==> config.mk <==
export PLATFORM = sky130hd
export DESIGN_NAME = crc_stream_encoder_flat
export DESIGN_NICKNAME = d
export VERILOG_FILES = /design/src/rtl/crc_pkg.sv /design/src/rtl/crc_stream_encoder_if.sv /design/src/rtl/crc_chunk_step.sv /design/src/rtl/crc_stream_encoder.sv /design/src/flat_wrapper.sv
export SDC_FILE = /design/constraint.sdc
export NUM_CORES = 1
export LEC_CHECK = 0
export ABC_AREA = 1
export CORE_MARGIN = 10
export CORE_UTILIZATION = 30
export DETAILED_ROUTE_END_ITERATION = 6
export PLACE_DENSITY_LB_ADDON = 0.15
export SYNTH_ARGS = -nofsm -noshare
export SYNTH_HDL_FRONTEND = slang
export SYNTH_HIERARCHICAL = 1
export SYNTH_SLANG_ARGS = --single-unit
==> constraint.sdc <==
create_clock -name clk -period 2.5 [get_ports clk]
set_clock_uncertainty 0.05 [all_clocks]
set_input_delay 0.625 -clock clk [delete_from_list [all_inputs] [get_ports clk]]
set_output_delay 0.625 -clock clk [all_outputs]
set_load 0.01 [all_outputs]
==> src/rtl/crc_pkg.sv <==
// Shared definitions for the CRC stream encoder/checker.
//   crc_state_t         : transaction FSM states
//   CRC14_POLY / _INIT  : default CRC-14 generator (x^14+x^10+x^8+x^7+x^4+x^3+1) and seed
//   MODE_ENC / MODE_CHK : values of in_mode
package crc_pkg;

  typedef enum logic [1:0] {
    IDLE  = 2'd0,
    SHIFT = 2'd1,
    DONE  = 2'd2
  } crc_state_t;

  localparam logic [13:0] CRC14_POLY = 14'h0599;
  localparam logic [13:0] CRC14_INIT = 14'h0000;

  localparam logic MODE_ENC = 1'b0;
  localparam logic MODE_CHK = 1'b1;

endpackage

==> src/rtl/crc_stream_encoder_if.sv <==
// Request/response bus of the CRC stream encoder.
//   in_valid/in_ready/in_mode/in_data   : request (message or codeword)
//   out_valid/out_ready/out_data/out_err: response ({msg, crc} or codeword + error flag)
// master = producer of requests / consumer of responses, slave = the encoder.
interface crc_stream_encoder_if #(
  parameter int unsigned MSG_W = 8,
  parameter int unsigned CRC_W = 14
);

  logic                   in_valid;
  logic                   in_ready;
  logic                   in_mode;
  logic [MSG_W+CRC_W-1:0] in_data;
  logic                   out_valid;
  logic                   out_ready;
  logic [MSG_W+CRC_W-1:0] out_data;
  logic                   out_err;

  modport master (
    output in_valid, in_mode, in_data, out_ready,
    input  in_ready, out_valid, out_data, out_err
  );

  modport slave (
    input  in_valid, in_mode, in_data, out_ready,
    output in_ready, out_valid, out_data, out_err
  );

endinterface

==> src/rtl/crc_chunk_step.sv <==
// Combinational fold of CHUNK_W message bits (MSB first) into a CRC register.
//   crc_in  : CRC value before the chunk
//   chunk   : message bits, bit CHUNK_W-1 is processed first
//   crc_out : CRC value after all CHUNK_W bits
module crc_chunk_step #(
  parameter int unsigned           CRC_W   = 14,
  parameter logic [CRC_W-1:0]      POLY    = CRC_W'(14'h0599),
  parameter int unsigned           CHUNK_W = 8
) (
  input  logic [CRC_W-1:0]   crc_in,
  input  logic [CHUNK_W-1:0] chunk,
  output logic [CRC_W-1:0]   crc_out
);

  // One stage per bit; each stage reads the previous stage's result.
  for (genvar i = 0; i < CHUNK_W; i++) begin : g_bit
    logic [CRC_W-1:0] prev;
    logic [CRC_W-1:0] nxt;
    logic             fb;

    if (i == 0) begin : g_first
      assign prev = crc_in;
    end else begin : g_chain
      assign prev = g_bit[i-1].nxt;
    end

    assign fb  = chunk[CHUNK_W-1-i] ^ prev[CRC_W-1];
    assign nxt = {prev[CRC_W-2:0], 1'b0} ^ (fb ? POLY : '0);
  end

  assign crc_out = g_bit[CHUNK_W-1].nxt;

endmodule

==> src/rtl/crc_stream_encoder.sv <==
// CRC encoder/checker with valid/ready request and response ports.
//   clk, rst : clock, asynchronous active-low reset
//   bus      : slave side of crc_stream_encoder_if
// Encode returns {msg, crc(msg)}; check returns the codeword unchanged and
// flags out_err when crc(msg) differs from the received CRC field.
module crc_stream_encoder
  import crc_pkg::*;
#(
  parameter int unsigned      CRC_W   = 14,
  parameter logic [CRC_W-1:0] POLY    = CRC_W'(CRC14_POLY),
  parameter logic [CRC_W-1:0] INIT    = CRC_W'(CRC14_INIT),
  parameter int unsigned      MSG_W   = 8,
  parameter int unsigned      CHUNK_W = 8
) (
  input logic                 clk,
  input logic                 rst,
  crc_stream_encoder_if.slave bus
);

  localparam int unsigned N      = MSG_W / CHUNK_W;
  localparam int unsigned CNT_W  = (N > 1) ? $clog2(N) : 1;
  localparam int unsigned DATA_W = MSG_W + CRC_W;

  localparam logic [1:0] ST_IDLE  = 2'(IDLE);
  localparam logic [1:0] ST_SHIFT = 2'(SHIFT);
  localparam logic [1:0] ST_DONE  = 2'(DONE);

  if ((MSG_W % CHUNK_W) != 0) begin : g_bad_chunk
    $error("MSG_W must be a multiple of CHUNK_W");
  end

  logic [1:0]        state_q,     state_d;
  logic [CNT_W-1:0]  cnt_q,       cnt_d;
  logic [CRC_W-1:0]  crc_q,       crc_d;
  logic [MSG_W-1:0]  msg_q,       msg_d;
  logic [MSG_W-1:0]  sh_q,        sh_d;
  logic [CRC_W-1:0]  rxcrc_q,     rxcrc_d;
  logic              mode_q,      mode_d;
  logic              out_valid_q, out_valid_d;
  logic [DATA_W-1:0] out_data_q,  out_data_d;
  logic              out_err_q,   out_err_d;
  logic [CRC_W-1:0]  crc_step_c;

  // Next chunk always sits at the top of the shift copy of the message.
  crc_chunk_step #(
    .CRC_W   (CRC_W),
    .POLY    (POLY),
    .CHUNK_W (CHUNK_W)
  ) u_step (
    .crc_in  (crc_q),
    .chunk   (sh_q[MSG_W-1 -: CHUNK_W]),
    .crc_out (crc_step_c)
  );

  // State and datapath registers.
  always_ff @(posedge clk or negedge rst) begin
    if (!rst) begin
      state_q     <= ST_IDLE;
      cnt_q       <= '0;
      crc_q       <= INIT;
      msg_q       <= '0;
      sh_q        <= '0;
      rxcrc_q     <= '0;
      mode_q      <= 1'b0;
      out_valid_q <= 1'b0;
      out_data_q  <= '0;
      out_err_q   <= 1'b0;
    end else begin
      state_q     <= state_d;
      cnt_q       <= cnt_d;
      crc_q       <= crc_d;
      msg_q       <= msg_d;
      sh_q        <= sh_d;
      rxcrc_q     <= rxcrc_d;
      mode_q      <= mode_d;
      out_valid_q <= out_valid_d;
      out_data_q  <= out_data_d;
      out_err_q   <= out_err_d;
    end
  end

  // Next-state and result logic.
  always_comb begin
    state_d     = state_q;
    cnt_d       = cnt_q;
    crc_d       = crc_q;
    msg_d       = msg_q;
    sh_d        = sh_q;
    rxcrc_d     = rxcrc_q;
    mode_d      = mode_q;
    out_valid_d = out_valid_q;
    out_data_d  = out_data_q;
    out_err_d   = out_err_q;

    case (state_q)
      ST_IDLE: begin
        if (bus.in_valid) begin
          msg_d   = bus.in_data[DATA_W-1:CRC_W];
          sh_d    = bus.in_data[DATA_W-1:CRC_W];
          rxcrc_d = bus.in_data[CRC_W-1:0];
          mode_d  = bus.in_mode;
          crc_d   = INIT;
          cnt_d   = '0;
          state_d = ST_SHIFT;
        end
      end

      ST_SHIFT: begin
        crc_d = crc_step_c;
        sh_d  = sh_q << CHUNK_W;
        cnt_d = cnt_q + CNT_W'(1);
        if (cnt_q == CNT_W'(N - 1)) begin
          // Result is taken from the step output so no extra cycle is spent.
          out_valid_d = 1'b1;
          out_data_d  = (mode_q == MODE_CHK) ? {msg_q, rxcrc_q} : {msg_q, crc_step_c};
          out_err_d   = (mode_q == MODE_CHK) && (crc_step_c != rxcrc_q);
          state_d     = ST_DONE;
        end
      end

      ST_DONE: begin
        if (bus.out_ready) begin
          out_valid_d = 1'b0;
          state_d     = ST_IDLE;
        end
      end

      default: begin
        out_valid_d = 1'b0;
        state_d     = ST_IDLE;
      end
    endcase
  end

  assign bus.in_ready  = (state_q == ST_IDLE);
  assign bus.out_valid = out_valid_q;
  assign bus.out_data  = out_data_q;
  assign bus.out_err   = out_err_q;

endmodule

==> src/flat_wrapper.sv <==
// flat-port wrapper written by rule: the top's interface ports become plain ports
module crc_stream_encoder_flat import crc_pkg::*;
#(
  parameter int unsigned      CRC_W   = 14,
  parameter logic [CRC_W-1:0] POLY    = CRC_W'(CRC14_POLY),
  parameter logic [CRC_W-1:0] INIT    = CRC_W'(CRC14_INIT),
  parameter int unsigned      MSG_W   = 8,
  parameter int unsigned      CHUNK_W = 8
)
  (clk, rst, bus_in_valid, bus_in_mode, bus_in_data, bus_out_ready, bus_in_ready, bus_out_valid, bus_out_data, bus_out_err);
  crc_stream_encoder_if #(.MSG_W(MSG_W), .CRC_W(CRC_W)) bus_i ();
  input logic clk;
  input logic rst;
  input wire logic [$bits(bus_i.in_valid)-1:0] bus_in_valid;
  input wire logic [$bits(bus_i.in_mode)-1:0] bus_in_mode;
  input wire logic [$bits(bus_i.in_data)-1:0] bus_in_data;
  input wire logic [$bits(bus_i.out_ready)-1:0] bus_out_ready;
  output wire logic [$bits(bus_i.in_ready)-1:0] bus_in_ready;
  output wire logic [$bits(bus_i.out_valid)-1:0] bus_out_valid;
  output wire logic [$bits(bus_i.out_data)-1:0] bus_out_data;
  output wire logic [$bits(bus_i.out_err)-1:0] bus_out_err;
  assign bus_i.in_valid = bus_in_valid;
  assign bus_i.in_mode = bus_in_mode;
  assign bus_i.in_data = bus_in_data;
  assign bus_i.out_ready = bus_out_ready;
  assign bus_in_ready = bus_i.in_ready;
  assign bus_out_valid = bus_i.out_valid;
  assign bus_out_data = bus_i.out_data;
  assign bus_out_err = bus_i.out_err;
  crc_stream_encoder #(.CRC_W(CRC_W), .POLY(POLY), .INIT(INIT), .MSG_W(MSG_W), .CHUNK_W(CHUNK_W)) u_core (.clk(clk), .rst(rst), .bus(bus_i));
endmodule
==> results.yml <==
routing:
  drt_iter0_markers: 165
  wl_per_cell_um: 12.98
  routed_wl_um: 9551
  dr.pass1.iters: 5
  vias: 3210
  drc: 0
  drt-vias-per-instance: 4.361
  antenna_left: 0
timing:
  setup_tns_ns: 0
  period_share: 0.8837
  worst_pin_slew_ns: 0.5158
  hold_viol: 0
  maxSlewHeadroom: 0.6561
  rsz0062_at_grt: "no"
  worst_hold_slack_ns: 0.2625
  finalSetupViolCount: 0
  fmax_ghz: 0.4527
  report.final.slew_viol_count: 0
  min_period_ns: 2.209
die:
  dieArea_um2: 18000
  row_count: 41
  fp.dieH_um: 134.2
  initial_core_util: 0.3086
  ios: 52
  die_x_um: 134.2
  core_um2: 12670
cells_and_area:
  stdcell_count: 736
  num_antenna_cells: 0
  area_growth_pct: 23.23
  final_area_um2: 4818
  drive_gt1_frac: 0.1117
  nets: 587
global_routing:
  antenna_found_initial: 0
  grt_pass1_wl_um: 16080
  grt_pass1_vias: 3271
  groute.usage.overall: 0.1109
  grt-ovfl-total: 0
  grt_max_degree: 73
critical_path:
  critical_path_class: "reg2reg"
  crit_chain: "inv_1, nand2_1, nand2_4, nand2_1, nand2_1, nand3_1, nand2_2, xor2_1, inv_1, nand2_1, nand2_1, nor2_1, nand2_1, nor2_1, nand2_1, nand2_1, nand2_1"
  end_kind: "flop"
  worst_path_max_delay_cell: "dfrtp_1"
  cp_data_required_time_ns: 2.67
  rr_worst_depth: 17
  crit_path_frequent_cell: "nand2_1"
  critical_path.max_fanout: 4
  crit_cells: 17
  crit_path_start_kind: "flop"
  critical_path_buf_inv_count: 2
  crit_family: "simple AND/OR/NAND/NOR gates"
  arrival_ns: 2.38
  worst_path_largest_cell_delay_ns: 0.44
clock_tree:
  htreeDepth: 3
  cts_made_buffers: 9
  cts_root_buf: "clkbuf_16"
  ctsHoldBuffers: 0
  clockBufferDepth: 2
  clock-sinks: 72
  postCtsSetupBuffers: 0
  path_clk_slew_ns: 0.06
  cts_resized: 0
  clk_latency_ns: 0.33
  cts_tree: "done"
synth:
  synth.area.mux_share: 0
  yosys.area_share.xor_xnor: 0.03520
  syn_nets: 543
  synthSimpleGateAreaFrac: 0.2963
  synth.distinct_cells: 25
  ys_seq_area_frac: 0.4608
  synth_top_family_by_area: "simple AND/OR/NAND/NOR gates"
  synth_compound_area_frac: 0.1082
  yosys_warnings: 6
  ys_ff_latch: 72
  synthesis.instances: 516
  synth_area_um2: 3910
  syn_avg_cell_area_um2: 7.578
  synth_fa_ha_area_frac: 0
pwr:
  power_density_nw_per_um2: 1660
  leakage_uw: 0.002417
  max-vdd-ir-drop_uv: 507.4
placement:
  dpl_cell_area_um2: 4531
  dp_hpwl_um: 6842
  io_buffers: 51
  dp_cells: 721
  gp_congestion: 0.8128
run:
  maxCapViolCount: 0
outcome:
  status: "complete, no violations"
worst_hold_path:
  worstHoldPathType: "in2async"
## state kept, by name, summed over array words and instances (netlist names)
signal	cells
u_core/rxcrc_q	14
u_core/bus.out_data	22
u_core/state_q	2
u_core/bus.out_err	1
u_core/msg_q	8
u_core/mode_q	1
u_core/sh_q	8
u_core/crc_q	14
u_core/cnt_q	1
u_core/bus.out_valid	1
## stage by stage
step	total power, uW	util	setup slack (ns)
6_report	8001	0.3803	0.2908
5_1_grt	8857	0.3803	0.05603
4_1_cts	8134	0.3803	0.2703
3_5_place_dp	6823	0.3576	0.2716
3_3_place_gp	6796	0.3576	0.2934
2_1_floorplan	5560	-	0.7283
## cells by family after synthesis
logic type | after synthesis
simple gates | 269
buf+inv | 87
compound gates | 74
flops | 72
xor+xnor | 14
## cells in the final DEF, fill, tap and decap left out, types with 3 or more instances in the layout
| cell type | instances |
|---|---|
| buf_4 | 3 |
| clkbuf_16 | 9 |
| clkdlybuf4s50_1 | 50 |
| clkinv_2 | 3 |
| dfrtp_1 | 72 |
| inv_1 | 59 |
| inv_2 | 5 |
| nand2_1 | 196 |
| nand2_2 | 16 |
| nand2_4 | 3 |
| nand3_1 | 37 |
| nand3b_1 | 3 |
| nor2_1 | 10 |
| o21ai_0 | 54 |
| o21ai_1 | 6 |
| o21ai_2 | 14 |
| xnor2_1 | 6 |
| xor2_1 | 6 |
## metal layers
metal  track usage  wire [um]  vias to the layer above
met4       0.05260        148                        0
met5             0          0                        -
met1        0.1317       4427                     1470
met3       0.02614        407                       14
met2        0.1844       4567                       47
li1              -          -                     1679
## synthesized netlist by cell type, drive strengths merged
master | number | area share
buf | 12 | 0.027
clkbuf | 10 | 0.0096
dfrtp | 72 | 0.46
inv | 65 | 0.063
nand2 | 215 | 0.22
nand3 | 37 | 0.047
nand3b | 3 | 0.0058
nor2 | 13 | 0.019
o21ai | 74 | 0.11
or2 | 1 | 0.0016
xnor2 | 7 | 0.018
xor2 | 7 | 0.018
## path summary, 6_finish.rpt
check | start | to | slack, ns
hold reg to reg | u_core/bus.out_data[17] | u_core/bus.out_data[17] | 0.42
setup / recovery | u_core/crc_q[12] | u_core/bus.out_err | 0.29
hold / removal | rst | u_core/bus.out_data[16] | 0.26
min in group clk | u_core/bus.out_data[17] | u_core/bus.out_data[17] | 0.42
max in group asynchronous | rst | u_core/rxcrc_q[3] | 1.82
setup reg to reg | u_core/crc_q[12] | u_core/bus.out_err | 0.29
## report_power, final
group	total (uW)	switching (uW)	internal (uW)
combinational	4670	2970	1700
sequential	2070	365	1700
clock	1260	475	789
## layout make-up
| class | instances | area [um2] |
|---|---|---|
| tap | 172 | 215.2 |
| inverter | 65 | 246.5 |
| fill | 1319 | 7853 |
| timing repair buffer | 55 | 548.0 |
| sequential | 72 | 1802 |
| clock buffer | 11 | 242.7 |
| clock inverter | 4 | 45.04 |
| multi-input combinational | 357 | 1719 |
(Power assumes the default switching activity.)
